File: src/rtl/rotary_position_counter_if.sv
// Event inputs and position outputs of the rotary position counter.
interface rotary_position_counter_if #(
    parameter int unsigned WIDTH = 8
);
    logic             Left;
    logic             Right;
    logic             Clear;
    logic [WIDTH-1:0] Position;
    logic             Changed;
    logic             AtMin;
    logic             AtMax;
    logic             Dir;

    modport master (
        output Left, Right, Clear,
        input  Position, Changed, AtMin, AtMax, Dir
    );

    modport slave (
        input  Left, Right, Clear,
        output Position, Changed, AtMin, AtMax, Dir
    );
endinterface

File: src/rtl/rotary_position_counter.sv
// Rotary encoder position counter with wrap/saturate limits.
// Define ROT_ACCEL_EN to enable the fast-rotation step via the interval counter.
module rotary_position_counter #(
    parameter int unsigned WIDTH        = 8,
    parameter int unsigned MIN_VAL      = 0,
    parameter int unsigned MAX_VAL      = 255,
    parameter int unsigned WRAP         = 1,
    parameter int unsigned ACCEL_CYCLES = 2500000,
    parameter int unsigned ACCEL_STEP   = 4
) (
    input  logic                        Clk,
    input  logic                        Rst_n,
    rotary_position_counter_if.slave    bus
);

    localparam int unsigned     AW     = WIDTH + 1;
    localparam logic [AW-1:0]   MIN_W  = AW'(MIN_VAL);
    localparam logic [AW-1:0]   MAX_W  = AW'(MAX_VAL);
    localparam logic [WIDTH-1:0] MIN_P = WIDTH'(MIN_VAL);
    localparam logic [WIDTH-1:0] MAX_P = WIDTH'(MAX_VAL);

    logic [WIDTH-1:0] pos_q, pos_d;
    logic             changed_q, changed_d;
    logic             dir_q, dir_d;
    logic             ev_left, ev_right, ev_any;
    logic [AW-1:0]    step, pos_w, sum_up, floor_dn, nxt_w;

`ifdef ROT_ACCEL_EN
    localparam int unsigned   CW      = $clog2(ACCEL_CYCLES + 1);
    localparam logic [CW-1:0] ACC_MAX = CW'(ACCEL_CYCLES);
    localparam logic [AW-1:0] ASTEP_W = AW'(ACCEL_STEP);

    logic [CW-1:0] ivl_q, ivl_d;

    // Cycles since the last accepted event, saturating at ACCEL_CYCLES
    always_comb begin
        ivl_d = ivl_q;
        if (bus.Clear) begin
            ivl_d = ACC_MAX;
        end else if (ev_any) begin
            ivl_d = '0;
        end else if (ivl_q != ACC_MAX) begin
            ivl_d = ivl_q + CW'(1);
        end
    end

    always_ff @(posedge Clk or negedge Rst_n) begin
        if (!Rst_n) begin
            ivl_q <= ACC_MAX;
        end else begin
            ivl_q <= ivl_d;
        end
    end
`endif

    // Next position: arithmetic one bit wider than Position so limits never overflow
    always_comb begin
        ev_left  = bus.Left & ~bus.Right;
        ev_right = bus.Right & ~bus.Left;
        ev_any   = ev_left | ev_right;
        pos_w    = {1'b0, pos_q};
        step     = AW'(1);
`ifdef ROT_ACCEL_EN
        if (ev_any && (ev_right == dir_q) && (ivl_q < ACC_MAX)) begin
            step = ASTEP_W;
        end
`endif
        sum_up   = pos_w + step;
        floor_dn = MIN_W + step;
        nxt_w    = pos_w;
        if (ev_right) begin
            if (sum_up > MAX_W) begin
                nxt_w = (WRAP != 0) ? (MIN_W + (sum_up - MAX_W - AW'(1))) : MAX_W;
            end else begin
                nxt_w = sum_up;
            end
        end else if (ev_left) begin
            if (pos_w < floor_dn) begin
                nxt_w = (WRAP != 0) ? (MAX_W - (floor_dn - pos_w - AW'(1))) : MIN_W;
            end else begin
                nxt_w = pos_w - step;
            end
        end

        pos_d     = pos_q;
        changed_d = 1'b0;
        dir_d     = dir_q;
        if (bus.Clear) begin
            pos_d     = MIN_P;
            changed_d = (pos_q != MIN_P);
        end else if (ev_any) begin
            pos_d     = WIDTH'(nxt_w);
            changed_d = (pos_d != pos_q);
            dir_d     = ev_right;
        end
    end

    always_ff @(posedge Clk or negedge Rst_n) begin
        if (!Rst_n) begin
            pos_q     <= MIN_P;
            changed_q <= 1'b0;
            dir_q     <= 1'b1;
        end else begin
            pos_q     <= pos_d;
            changed_q <= changed_d;
            dir_q     <= dir_d;
        end
    end

    assign bus.Position = pos_q;
    assign bus.Changed  = changed_q;
    assign bus.Dir      = dir_q;
    assign bus.AtMin    = (pos_q == MIN_P);
    assign bus.AtMax    = (pos_q == MAX_P);

endmodule
File: src/flat_wrapper.sv
// flat-port wrapper written by rule: the top's interface ports become plain ports
module rotary_position_counter_flat 
#(
    parameter int unsigned WIDTH        = 8,
    parameter int unsigned MIN_VAL      = 0,
    parameter int unsigned MAX_VAL      = 255,
    parameter int unsigned WRAP         = 1,
    parameter int unsigned ACCEL_CYCLES = 2500000,
    parameter int unsigned ACCEL_STEP   = 4
)
  (Clk, Rst_n, bus_Left, bus_Right, bus_Clear, bus_Position, bus_Changed, bus_AtMin, bus_AtMax, bus_Dir);
  rotary_position_counter_if #(.WIDTH(WIDTH)) bus_i ();
  input  logic Clk;
  input  logic Rst_n;
  input wire logic [$bits(bus_i.Left)-1:0] bus_Left;
  input wire logic [$bits(bus_i.Right)-1:0] bus_Right;
  input wire logic [$bits(bus_i.Clear)-1:0] bus_Clear;
  output wire logic [$bits(bus_i.Position)-1:0] bus_Position;
  output wire logic [$bits(bus_i.Changed)-1:0] bus_Changed;
  output wire logic [$bits(bus_i.AtMin)-1:0] bus_AtMin;
  output wire logic [$bits(bus_i.AtMax)-1:0] bus_AtMax;
  output wire logic [$bits(bus_i.Dir)-1:0] bus_Dir;
  assign bus_i.Left = bus_Left;
  assign bus_i.Right = bus_Right;
  assign bus_i.Clear = bus_Clear;
  assign bus_Position = bus_i.Position;
  assign bus_Changed = bus_i.Changed;
  assign bus_AtMin = bus_i.AtMin;
  assign bus_AtMax = bus_i.AtMax;
  assign bus_Dir = bus_i.Dir;
  rotary_position_counter #(.WIDTH(WIDTH), .MIN_VAL(MIN_VAL), .MAX_VAL(MAX_VAL), .WRAP(WRAP), .ACCEL_CYCLES(ACCEL_CYCLES), .ACCEL_STEP(ACCEL_STEP)) u_core (.Clk(Clk), .Rst_n(Rst_n), .bus(bus_i));
endmodule
File: config.mk
export PLATFORM = sky130hd
export DESIGN_NAME = rotary_position_counter_flat
export DESIGN_NICKNAME = d
export VERILOG_FILES = /design/src/rtl/rotary_position_counter_if.sv /design/src/rtl/rotary_position_counter.sv /design/src/flat_wrapper.sv
export SDC_FILE = /design/constraint.sdc
export NUM_CORES = 1
export LEC_CHECK = 0
export ABC_CLOCK_PERIOD_IN_PS = 2360
export CAP_MARGIN = 20
export CORE_AREA = 3 3 43 45
export CTS_CLUSTER_SIZE = 25
export DETAILED_ROUTE_END_ITERATION = 8
export DIE_AREA = 0 0 46 48
export PLACE_DENSITY = 0.83
export SYNTH_ARGS = -nofsm -noshare
export SYNTH_HDL_FRONTEND = slang
export SYNTH_SLANG_ARGS = --single-unit
File: constraint.sdc
create_clock -name Clk -period 2.36 [get_ports Clk]
set_clock_uncertainty 0.2 [all_clocks]
set_input_delay 0.354 -clock Clk [delete_from_list [all_inputs] [get_ports Clk]]
set_output_delay 0.354 -clock Clk [all_outputs]
set_load 0.005 [all_outputs]
==> metrics.md <==
| Metric | Value |
|---|---|
| Vias | 650 |
| Total of warnings raised by yosys | 0 |
| Chip width | 46 um |
| Drt wl/cell | 14.57 um |
| Starting DRT DRC Count | 22 |
| Detailed placement HPWL | 1210 um |
| Ys flop type | dfrtp_1 |
| Clock sinks | 10 |
| Io pins | 17 |
| Crit path required time | 2330 ps |
| Synthesized area | 668.1 um^2 |
| Root Driver | clkbuf_4 |
| Residual DRC | 0 |
| Metal-1 WL | 718 um |
| Leak pwr | 0.4540 nW |
| Arrival time worst endpoint | 2260 ps |
| Final nets | 113 |
| Period minus WS final | 2296 ps |
| DR top layer | met4 |
| Gpl congestion | 0.8483 |
| Sw frac | 28.26% |
| Later-pin clock latency in the skew report | 280 ps |
| Net switching power | 0.0001543 W |
| Clock-pin slew on the worst setup and hold paths | 70 ps |
| Number of synthesized register bits | 10 |
| Crit path max-delay cell type | clkdlybuf4s50_1 |
| Initial antenna violation count | 0 |
| Mux share of post-synthesis cell area | 6.367% |
| Final wirelength | 1719 um |
| Crit start category | input port |
| CP peak stage delay | 480 ps |
| Syn-to-layout area delta | 47.94% |
| Htree depth | 1 |
| Core ar. | 1506 um^2 |
| Int Power | 0.0003916 W |
| Final instance area | 988.4 um^2 |
| Share of cells above drive strength 1 | 23.53% |
| CTS tree | built |
| Setup-failing EPs final | 0 |
| CTS Buffer Depth | 2 |
| DR WL met3 | 87 um |
| Die Ht | 48 um |
| Metal2 WL | 886 um |
| # rows | 14 |
| Largest net degree at the start of global routing | 14 |
| Cells along the critical path | clkdlybuf4s50_1, inv_1, ha_1, nor4_1, a32oi_1, a21oi_1, mux2_2 |
| Antenna cells | 0 |
| Count of pins over their slew limit | 0 |
| RSZ-0062 raised after global routing | false |
| F_max | 435.6 MHz |
| Worst Path Max Fanout | 4 |
| Distinct cells, synth | 32 |
| Simple-gate share of the synthesized area | 22.28% |
| Placed Area | 925.9 um^2 |
| Fin crit share | 97.27% |
| Grt total ovfl | 0 |
| Seq/Total Area, Yosys | 37.64% |
| Initial Util | 44.35% |
| Final worst slack | 64.35 ps |
| Final antenna-violating net count | 0 |
| Hold Fails Final Rpt | 0 |
| Cell Pwr Density | 552.3 nW/um^2 |
| Clk pwr share | 29.6% |
| Adder-cell share of the synthesized area | 9.363% |
| Xor and xnor area share after synthesis | 3.933% |
| Most frequent cells in the layout | clkdlybuf4s50_1 (15), buf_4 (15), dfrtp_1 (9) |
| Largest family of logic cells by synthesized area | simple AND/OR/NAND/NOR gates |
| Crit Path Class | input port to flip-flop |
| Logic pwr share | 33.8% |
| CP Buf/Inv Count | 2 |
| Syn Inst Count | 72 |
| Die footprint | 2208 um^2 |
| Post-synth EDFFs | 0 |
| Worst Max-Slew Pin Slew | 477.4 ps |
| Gr usage total | 16.45% |
| DP Worst Slack | -220.2 ps |
| Outcome | complete, no violations |
| Power share of the sequential group | 36.6% |
| 1st-pass router iterations | 4 |
| Vias per cell | 5.508 |
| Cell family with most CP delay | buffers and inverters |
| Fraction of registers with async set/reset | 100.0% |
| Count of input and output buffers | 16 |
| Max_slew headroom | 68.07% |
| CTS Buf Count | 3 |
| Max Cap Viol | 0 |
| Vias in the first global route | 580 |
| HP Class | input port to asynchronous set/reset pin |
| CP endpoint kind | flip-flop |
| Global-route wire length before repair | 2573 um |
| Syn Area/Cell | 9.280 um^2 |
| Synth Area in Compound Gates | 13.48% |
| VDD IR-drop max | 0.0003167 V |
| Synth Net Count | 82 |
| Cts hold-fix bufs | 0 |
[cell type report]
type,instances,area [um^2]
Tap cell,16,20.02
Inverter,5,18.77
Sequential cell,10,251.5
Clock buffer,4,36.28
Timing Repair Buffer,31,272.8
Multi-Input combinational cell,52,389.1
Fill cell,136,518.0
[kinds of logic (layout without fill, tap and decap cells)]
| group | count (synthesis) | count (layout) |
|---|---|---|
| adder cells (fa/ha/maj) | 5 | 5 |
| AO/OA/AOI/OAI | 14 | 14 |
| buffers and inverters | 10 | 40 |
| flip-flops | 10 | 10 |
| multiplexers | 4 | 4 |
| AND/OR/NAND/NOR | 26 | 26 |
| XOR/XNOR | 3 | 3 |
[worst paths after layout]
kind	startpoint	to	slack, ps	cells after the start
min in group Clk	u_core.bus.Dir	u_core.bus.Dir	300	2
min	Rst_n	u_core.bus.Position[6]	200	1
max	bus_Right	u_core.bus.Position[5]	60	7
max reg2reg	u_core.bus.Position[2]	u_core.bus.Position[6]	270	5
max in group asynchronous	Rst_n	u_core.bus.Dir	1420	1
min reg2reg	u_core.bus.Dir	u_core.bus.Dir	300	2
[state kept, by name, indices dropped and copies added, names as in the netlist]
name                 count
u_core.bus.Dir           1
u_core.bus.Position      8
u_core.bus.Changed       1
[power groups by stage]
stage | Sequential, W | Clock (W) | Combinational [W]
final | 0.000200 | 0.000162 | 0.000184
after global routing | 0.000203 | 0.000170 | 0.000200
after CTS | 0.000199 | 0.000166 | 0.000173
after detailed placement | 0.000202 | 0 | 0.000171
after global placement | 0.000201 | 0 | 0.000166
after floorplan | 0.000204 | 0 | 0.0000737
[timing repair]
action | in CTS | in global routing
resized for setup | 2 | 3
setup buffers | 0 | 1
setup endpoints to repair | 1 | 2
pin swaps | 1 | 1
[layer usage]
metal | global-route usage [%] | up-vias
met5 | 0 | -
met4 | 8.523 | 0
met3 | 2.256 | 3
met2 | 27.20 | 23
met1 | 20.71 | 308
li1 | - | 316
[cells in the mapped netlist, drive strengths merged (2+ instances only)]
cell    number  area, um^2
buf          3       20.01
nor2         7       26.28
nor2b        3       18.77
nand3        2       10.01
or4          2       15.01
a21oi        5       25.02
mux2         2       22.52
or3          3       18.77
o21ai        3       15.01
clkbuf       2       7.510
nand2        2       7.510
inv          5       18.77
mux2i        2       20.02
dfrtp        9       225.2
nand4        2       12.51
xnor2        2       17.52
ha           5       62.56
[worst reg2reg max path, cell delays in order, from the launching register on]
cell and delay [ps]:
dfrtp_1 470, buf_4 190, or4_1 530, o22a_1 190, or3_1 300, a21oi_1 140
[stage by stage]
step / TNS (ps) / hold slack, ps / total power (W) / utilization, % / instances
floorplan: 0 / -141.6 / 0.0002782 / - / 72
global placement: -439.4 / 278.2 / 0.0003672 / 61.46 / 113
detailed placement: -698.0 / 289.4 / 0.0003729 / 61.46 / 113
CTS: 0 / 210.4 / 0.0005369 / 64.20 / 117
global route: 0 / 239.6 / 0.0005720 / 65.61 / 118
finish: 0 / 197.0 / 0.0005459 / 65.61 / 118
Note: power is estimated with default switching activity, not from simulation.
